==> src/rtl/iir_out_quant_if.sv <==
// rtl/iir_out_quant_if.sv - sample input and requantized output stream of iir_out_quant
interface iir_out_quant_if #(
  parameter int DIN_W  = 67,
  parameter int DOUT_W = 16
);
  logic              CE;
  logic [DIN_W-1:0]  din;
  logic [DOUT_W-1:0] dout;
  logic              dout_valid;
  logic              dout_ready;

  modport master (output CE, din, dout_ready, input dout, dout_valid);
  modport slave  (input CE, din, dout_ready, output dout, dout_valid);
endinterface

==> src/rtl/iir_out_quant.sv <==
// rtl/iir_out_quant.sv - round/saturate IIR output into a FWFT FIFO with sticky status
module iir_out_quant #(
  parameter int WII    = 23,
  parameter int WFI    = 44,
  parameter int WOI    = 5,
  parameter int WOF    = 11,
  parameter int DEPTH  = 4,
  parameter int NUMBER = 4
) (
  input  logic                       CLK,
  input  logic                       RST,
  iir_out_quant_if.slave             bus,
  input  logic [NUMBER-1:0]          OVF_f0,
  input  logic [NUMBER-1:0]          OVF_f1,
  input  logic [NUMBER-1:0]          OVF_b0,
  input  logic [NUMBER-1:0]          OVF_b1,
  input  logic                       clr_sticky,
  output logic [$clog2(DEPTH):0]     level,
  output logic                       sat_sticky,
  output logic [NUMBER-1:0]          ovf_sticky,
  output logic [7:0]                 drop_cnt
);
  localparam int WIN  = WII + WFI;
  localparam int SH   = WFI - WOF;
  localparam int WY   = WII + WOF + 1;
  localparam int WOUT = WOI + WOF;
  localparam int AW   = $clog2(DEPTH);
  localparam int LW   = AW + 1;

  localparam logic [WIN:0] HALF = {{(WIN-SH+1){1'b0}}, 1'b1, {(SH-1){1'b0}}};
  localparam logic signed [WY-1:0] MAXV = {{(WY-WOUT+1){1'b0}}, {(WOUT-1){1'b1}}};
  localparam logic signed [WY-1:0] MINV = {{(WY-WOUT+1){1'b1}}, {(WOUT-1){1'b0}}};

  logic [WIN:0]           rnd;
  logic signed [WY-1:0]   y_d, y_q;
  logic                   v1_q;
  logic [WOUT-1:0]        q2_d, q2_q;
  logic                   s2_d, s2_q, v2_q;

  logic [WOUT-1:0]        mem_q [DEPTH];
  logic [AW-1:0]          wr_q, rd_q;
  logic [LW-1:0]          level_d, level_q;
  logic                   pop, full, push_ok, drop;

  logic                   sat_d, sat_q;
  logic [NUMBER-1:0]      ovf_d, ovf_q;
  logic [7:0]             drop_d, drop_q;
  logic [7:0]             drop_base;

  // Adding half an output LSB before truncation makes midpoints round toward +inf.
  always_comb begin
    rnd = {bus.din[WIN-1], bus.din} + HALF;
    y_d = rnd[WIN:SH];
  end

  always_comb begin
    q2_d = y_q[WOUT-1:0];
    s2_d = 1'b0;
    if (y_q > MAXV) begin
      q2_d = {1'b0, {(WOUT-1){1'b1}}};
      s2_d = v1_q;
    end else if (y_q < MINV) begin
      q2_d = {1'b1, {(WOUT-1){1'b0}}};
      s2_d = v1_q;
    end
  end

  always_ff @(posedge CLK) begin
    if (RST) begin
      y_q  <= '0;
      v1_q <= 1'b0;
      q2_q <= '0;
      v2_q <= 1'b0;
      s2_q <= 1'b0;
    end else begin
      y_q  <= y_d;
      v1_q <= bus.CE;
      q2_q <= q2_d;
      v2_q <= v1_q;
      s2_q <= s2_d;
    end
  end

  // A push into a full FIFO is still accepted when the head leaves in the same cycle.
  always_comb begin
    pop     = (level_q != '0) && bus.dout_ready;
    full    = (level_q == LW'(DEPTH));
    push_ok = v2_q && (!full || pop);
    drop    = v2_q && full && !pop;
    level_d = level_q + LW'(push_ok) - LW'(pop);
  end

  always_ff @(posedge CLK) begin
    if (push_ok) mem_q[wr_q] <= q2_q;
  end

  always_ff @(posedge CLK) begin
    if (RST) begin
      wr_q    <= '0;
      rd_q    <= '0;
      level_q <= '0;
    end else begin
      if (push_ok) wr_q <= wr_q + AW'(1);
      if (pop)     rd_q <= rd_q + AW'(1);
      level_q <= level_d;
    end
  end

  // Set events are ORed in after the clear so they win over clr_sticky.
  always_comb begin
    sat_d     = (clr_sticky ? 1'b0 : sat_q) | s2_q;
    ovf_d     = (clr_sticky ? '0 : ovf_q) | (OVF_f0 | OVF_f1 | OVF_b0 | OVF_b1);
    drop_base = clr_sticky ? 8'd0 : drop_q;
    drop_d    = drop_base;
    if (drop && (drop_base != 8'hFF)) drop_d = drop_base + 8'd1;
  end

  always_ff @(posedge CLK) begin
    if (RST) begin
      sat_q  <= 1'b0;
      ovf_q  <= '0;
      drop_q <= '0;
    end else begin
      sat_q  <= sat_d;
      ovf_q  <= ovf_d;
      drop_q <= drop_d;
    end
  end

  assign bus.dout       = (level_q != '0) ? mem_q[rd_q] : '0;
  assign bus.dout_valid = (level_q != '0);
  assign level          = level_q;
  assign sat_sticky     = sat_q;
  assign ovf_sticky     = ovf_q;
  assign drop_cnt       = drop_q;
endmodule
==> src/flat_wrapper.sv <==
// flat-port wrapper written by rule: the top's interface ports become plain ports
module iir_out_quant_flat 
#(
  parameter int WII    = 23,
  parameter int WFI    = 44,
  parameter int WOI    = 5,
  parameter int WOF    = 11,
  parameter int DEPTH  = 4,
  parameter int NUMBER = 4
)
  (CLK, RST, OVF_f0, OVF_f1, OVF_b0, OVF_b1, clr_sticky, level, sat_sticky, ovf_sticky, drop_cnt, bus_CE, bus_din, bus_dout_ready, bus_dout, bus_dout_valid);
  iir_out_quant_if bus_i ();
  input  logic CLK;
  input  logic RST;
  input  logic [NUMBER-1:0] OVF_f0;
  input  logic [NUMBER-1:0] OVF_f1;
  input  logic [NUMBER-1:0] OVF_b0;
  input  logic [NUMBER-1:0] OVF_b1;
  input  logic clr_sticky;
  output logic [$clog2(DEPTH):0] level;
  output logic sat_sticky;
  output logic [NUMBER-1:0] ovf_sticky;
  output logic [7:0] drop_cnt;
  input wire logic [$bits(bus_i.CE)-1:0] bus_CE;
  input wire logic [$bits(bus_i.din)-1:0] bus_din;
  input wire logic [$bits(bus_i.dout_ready)-1:0] bus_dout_ready;
  output wire logic [$bits(bus_i.dout)-1:0] bus_dout;
  output wire logic [$bits(bus_i.dout_valid)-1:0] bus_dout_valid;
  assign bus_i.CE = bus_CE;
  assign bus_i.din = bus_din;
  assign bus_i.dout_ready = bus_dout_ready;
  assign bus_dout = bus_i.dout;
  assign bus_dout_valid = bus_i.dout_valid;
  iir_out_quant #(.WII(WII), .WFI(WFI), .WOI(WOI), .WOF(WOF), .DEPTH(DEPTH), .NUMBER(NUMBER)) u_core (.CLK(CLK), .RST(RST), .bus(bus_i), .OVF_f0(OVF_f0), .OVF_f1(OVF_f1), .OVF_b0(OVF_b0), .OVF_b1(OVF_b1), .clr_sticky(clr_sticky), .level(level), .sat_sticky(sat_sticky), .ovf_sticky(ovf_sticky), .drop_cnt(drop_cnt));
endmodule
==> config.mk <==
export PLATFORM = sky130hd
export DESIGN_NAME = iir_out_quant_flat
export DESIGN_NICKNAME = d
export VERILOG_FILES = /design/src/rtl/iir_out_quant_if.sv /design/src/rtl/iir_out_quant.sv /design/src/flat_wrapper.sv
export SDC_FILE = /design/constraint.sdc
export NUM_CORES = 1
export LEC_CHECK = 0
export ABC_AREA = 1
export CAP_MARGIN = 10
export CORE_ASPECT_RATIO = 0.5
export CORE_UTILIZATION = 52
export CTS_CLUSTER_SIZE = 8
export DETAILED_ROUTE_END_ITERATION = 12
export PLACE_DENSITY = 0.8
export SLEW_MARGIN = 0
export SYNTH_ARGS = -nofsm -noshare
export SYNTH_HDL_FRONTEND = slang
export SYNTH_SLANG_ARGS = --single-unit
==> constraint.sdc <==
create_clock -name CLK -period 2.6 [get_ports CLK]
set_input_delay 0.52 -clock CLK [delete_from_list [all_inputs] [get_ports CLK]]
set_output_delay 0.52 -clock CLK [all_outputs]
set_load 0.01 [all_outputs]
### Yosys cells after proc, flatten, opt, wreduce, memory -nomap -nowiden

Memories as Yosys holds them, arrays and structs flattened. A register that Yosys moved wholly into a read port is not among the register bits.
Cells that the tools add are included.

* input bits: 88
* memories: 1
* RAM bits: 64
* register bits after elaboration: 74

* add/sub/neg operators: 6
* bitwise operators: 5
* reduce and logical (&&, ||, !) cells: 10
* mux-type cells: 13
* magnitude comparators: 2
* equality and inequality tests: 2

Memory list
* u_core.mem_q: words 4, width 16, rd ports 1, clocked after Yosys merged registers in 1, write ports 1, RTL line iir_out_quant.sv:40 `logic [WOUT-1:0] mem_q [DEPTH];`

Operators with widths (number)
* $add 67x34->68 const B: 1
* $gt 35x16->1 const B: 1
* $lt 35x16->1 const B: 1
* $mux 16: 2
* $mux 8: 2
* $or 4x4->4: 4
* $mux 15: 1
* $add 8x1->8 const B: 1
* $ne 8x8->1 const B: 1
* $logic_and 1x1->1: 5
* $mux 1: 5
* $add 2x1->2 const B: 2
* $mux 2: 2
* $mux 4: 1
* $add 3x1->3: 1
* $eq 3x3->1 const B: 1
* $reduce_bool 3->1: 1
* $sub 3x1->3: 1
* $logic_not 1->1: 2
* $reduce_or 2->1: 1
* $logic_or 1x1->1: 1
* $or 1x1->1: 1

### Longest topological paths before layout

* depth after elaboration: 6
* depth in mapped cells: 10
* gate-level depth less buffers: 10

### Worst setup path before layout

OpenSTA, ideal clock, no wires.

* kind: register to register
* from: register u_core.level_q[1], in the netlist u_core.level[1]
* to: register u_core.level_q[2], in the netlist u_core.level[2]
* slack: 0.629 ns
* stages on the path, launching flop included: 9
* data arrival time: 1.843 ns
* library setup time: 0.128 ns
* clock period less this slack: 1.971 ns
* path buffers: 0
* path through: dfxtp_1 -> nor3_4 -> nor2_1 -> ha_1 -> inv_1 -> ha_1 -> fa_1 -> xnor2_1 -> nor2_1

* word-level cells in the longest chain between the ends: 6

RTL lines
* from (decl): RTL line iir_out_quant.sv:42 `logic [LW-1:0] level_d, level_q;`
* from (signal assigned): RTL line iir_out_quant.sv:105 `level_q <= level_d;`
* $reduce_bool 3->1 (*): RTL line iir_out_quant.sv:86 `pop = (level_q != '0) && bus.dout_ready;`
* $logic_and 1x1->1 (*): RTL line iir_out_quant.sv:86
* net u_core.pop: RTL line iir_out_quant.sv:43 `logic pop, full, push_ok, drop;`
* $logic_or 1x1->1: RTL line iir_out_quant.sv:88 `push_ok = v2_q && (!full || pop);`
* $logic_and 1x1->1: RTL line iir_out_quant.sv:88
* $add 3x1->3: RTL line iir_out_quant.sv:90 `level_d = level_q + LW'(push_ok) - LW'(pop);`
* $sub 3x1->3 (*): RTL line iir_out_quant.sv:90

Mark *: on every way through the listed nets, which the timed path passes. The rest lies on a longest branch.
A chain may end at the register's enable or synchronous reset.

==> qor.json <==
{
  "detailedRoute.firstPassIterationCount": 5,
  "antenna_violations_before_repair": 0,
  "clk_pin_slew_ps": 60,
  "postLayoutCoreUtil_pct": 70.3,
  "critical_path_cell_with_the_highest_stage_delay": "clkdlybuf4s50_1",
  "clock_path_buffers": 2,
  "vdd.ir_drop.worst_mv": 0.447,
  "clock_tree.htree_level_count": 4,
  "power.clock.fraction_pct": 37.8,
  "pin_count_of_the_biggest_net_entering_global_routing": 33,
  "globalRouteOverflowTotal": 0,
  "finalWorstSetupSlack_ps": 147,
  "detail_route.wirelength_mm": 14.7,
  "synthesis.nets": 844,
  "insertedDiodeCount": 0,
  "rsz0062_at_grt": "false",
  "setup_total_negative_slack_ps": 0,
  "clock_latency_reported_for_the_late_side_of_the_worst_skew_pair_ps": 430,
  "postSynthRegisterBits": 140,
  "detail_route.iter0.violations": 347,
  "route.detailed.vias_per_inst": 5.11,
  "pwr-share-seq_pct": 40.9,
  "finalHoldViolCount": 0,
  "totalPowerFinal_mw": 6.11,
  "average_wire_length_per_cell_after_detail_routing_um": 14.4,
  "post-route-min-period_ps": 2450,
  "cts_root_buffer": "clkbuf_16",
  "maxSlewHeadroom_pct": 58.9,
  "min-delay-path-class": "flop to flop",
  "internal-power_mw": 4.30,
  "crit_path_dat_ps": 1930,
  "fp.dieW_um": 157,
  "critPathMaxStageDelay_ps": 540,
  "drc": 0,
  "grt_pass1_vias": 4973,
  "initial_utilization_pct": 55.0,
  "place.detailed.hpwl_mm": 9.63,
  "postPlaceCellArea_sq_um": 7320,
  "crit_path_start_kind": "flop",
  "post_route_cells_drive_above_1_share_pct": 9.50,
  "antenna_left": 0,
  "post_synth_instance_area_sq_um": 6220,
  "clock_sinks": 140,
  "gp_routability_congestion": 0.982,
  "cts.hold.buffers_added": 0,
  "synth_cell_types": 32,
  "leakagePower_nw": 3.20,
  "p_comb_share_pct": 21.3,
  "ys_seq_area_share_pct": 55.3,
  "grt_first_pass_wirelength_mm": 24.2,
  "drv_slew": 0,
  "vertical_die_dimension_um": 79.4,
  "die-area_sq_um": 12400,
  "status": "completed",
  "finalClockSkew_ps": 18.8,
  "power_density_nw_per_um2": 769,
  "clock_tree_from_tritoncts": "built",
  "setup_viol_count_final": 0,
  "path_cells": "clkinvlp_4, buf_4, nor2_1, o21ai_0, a21oi_1, clkdlybuf4s50_1",
  "dr_total_vias": 5225,
  "cap_violations": 0,
  "area_growth_pct": 27.8,
  "cts_buffers": 17,
  "post_synth_inst_count": 747,
  "worst_slew_pin_slew_ps": 615,
  "yosys_warnings": 0,
  "swShare_pct": 29.6,
  "fmax_mhz": 408,
  "num-nets-final": 947,
  "design_area_sq_um": 7950,
  "path_class": "flop to primary output",
  "port_buffers": 88,
  "syn_avg_cell_area_sq_um": 8.33,
  "endpoint_kind": "primary output",
  "number_of_ports_placed_on_the_die_boundary": 121,
  "rows": 27,
  "pre_cts_slack_ps": 261,
  "cp_max_fo": 8,
  "final.period_utilization_pct": 94.3,
  "p_sw_mw": 1.81,
  "critical_path.n_buffers_inverters": 3,
  "core_sq_um": 11300,
  "cp.required_ps": 2080,
  "critical-path-top-delay-family": "buffers and inverters",
  "track_usage_pct": 25.9
}
[sequential cells by signal, indices dropped and copies added, names as in the netlist, named ones only]
signal and flops:
u_core.mem_q 64, u_core.y_q 35, u_core.q2_q 16, u_core.drop_cnt 8, u_core.ovf_sticky 4, u_core.level 3
u_core.rd_q 2, u_core.wr_q 2, u_core.s2_q 1, u_core.sat_sticky 1, u_core.v1_q 1, u_core.v2_q 1
[per-stage QoR]
stage               std cells  hold WS [ps]
floorplan                 747           408
finish                   1022           457
global route             1022           479
CTS                      1022           461
detailed placement        988           443
global placement          988           427
[cell families (layout without fill, tap and decap cells)]
group	Yosys count	count (layout)	synth area share [%]
xor+xnor	6	6	0.845
buf+inv	90	206	5.59
flops	140	140	55.3
fa+ha+maj	9	9	1.93
compound gates	110	110	9.09
simple gates	392	392	27.2
[layout by cell type (no fill, tap or decap), drive strengths merged, types with 5 or more instances in the layout]
master	netlist	final
nor2	198	198
inv	69	77
o21ai	44	44
ha	8	8
clkinv	1	5
clkdlybuf4s50	0	80
edfxtp	64	64
dlymetal6s2s	0	7
a21oi	61	61
nand3	26	26
nand3b	9	9
nand2	140	140
nand4	8	8
clkbuf	12	17
buf	8	16
nor3	6	6
dfxtp	76	76
[routing by layer]
metal | wire (um) | global-route usage, % | part of all wire, % | vias up
met2 | 7190 | 44.4 | 49 | 189
met1 | 6320 | 32.0 | 43 | 2369
met4 | 238 | 10.1 | 1.6 | 0
met5 | 0 | 0 | 0 | -
li1 | - | - | - | 2645
met3 | 953 | 6.00 | 6.5 | 22
[area by class of cell]
| cell class | instances | area, sq um |
|---|---|---|
| multi-input cells | 517 | 2430 |
| flip-flops and latches | 140 | 3450 |
| inverters | 70 | 267 |
| well taps | 159 | 199 |
| repair buffers | 104 | 1040 |
| clock buffers | 17 | 425 |
| fillers | 833 | 3360 |
| clock inverters | 15 | 148 |
[cell usage after synthesis, drive strengths merged]
cell    number  area (sq um)
nor3         6          41.3
o21a         3          22.5
fa           1          20.0
nand3b       9          67.6
nand2      140           551
clkbuf      12          45.0
nor3b        1          7.51
xnor2        2          17.5
a21oi       61           305
edfxtp      64          1920
buf          8          40.0
ha           8           100
nand3       26           145
nand4        8          50.1
o21ai       44           224
a31oi        1          6.26
nor2       198           806
inv         69           259
xor2         4          35.0
clkinv       1          3.75
dfxtp       76          1520
nor4         4          25.0
a211oi       1          7.51
[final timing paths]
kind / slack [ps] / endpoint / cells past startpoint / from
worst max-delay path: 150 / bus_dout[10] / 6 / flop
worst max register to register: 410 / u_core.level[2] / 9 / u_core.level[1]
worst min-delay path: 460 / u_core.v2_q / 2 / u_core.v1_q
worst min register to register: 460 / u_core.v2_q / 2 / u_core.v1_q
[power by group through the flow]
stage,logic [mW],registers [mW],clock network (mW)
finish,1.30,2.50,2.31
floorplan,0.665,2.53,0
global route,1.44,2.51,2.45
CTS,1.33,2.50,2.36
global placement,1.27,2.53,0
detailed placement,1.29,2.54,0
[what timing repair did]
action / CTS / global route
buffers inserted: 2 / 0
resized for setup: 6 / 8
hold endpoints to repair: 0 / 0
setup endpoints to repair: 4 / 9
gates cloned: 0 / 0
pin swaps: 0 / 3
[worst register-to-register path, delay by kind of cell (launching register included)]
kind | cells | cell delay [ps]
adders and majority gates | 3 | 850
DFF | 1 | 380
and+or+nand+nor | 3 | 360
buffers and inverters | 2 | 310
xor gates and xnor gates | 1 | 170
No activity file was read; power rests on OpenSTA's default activity.
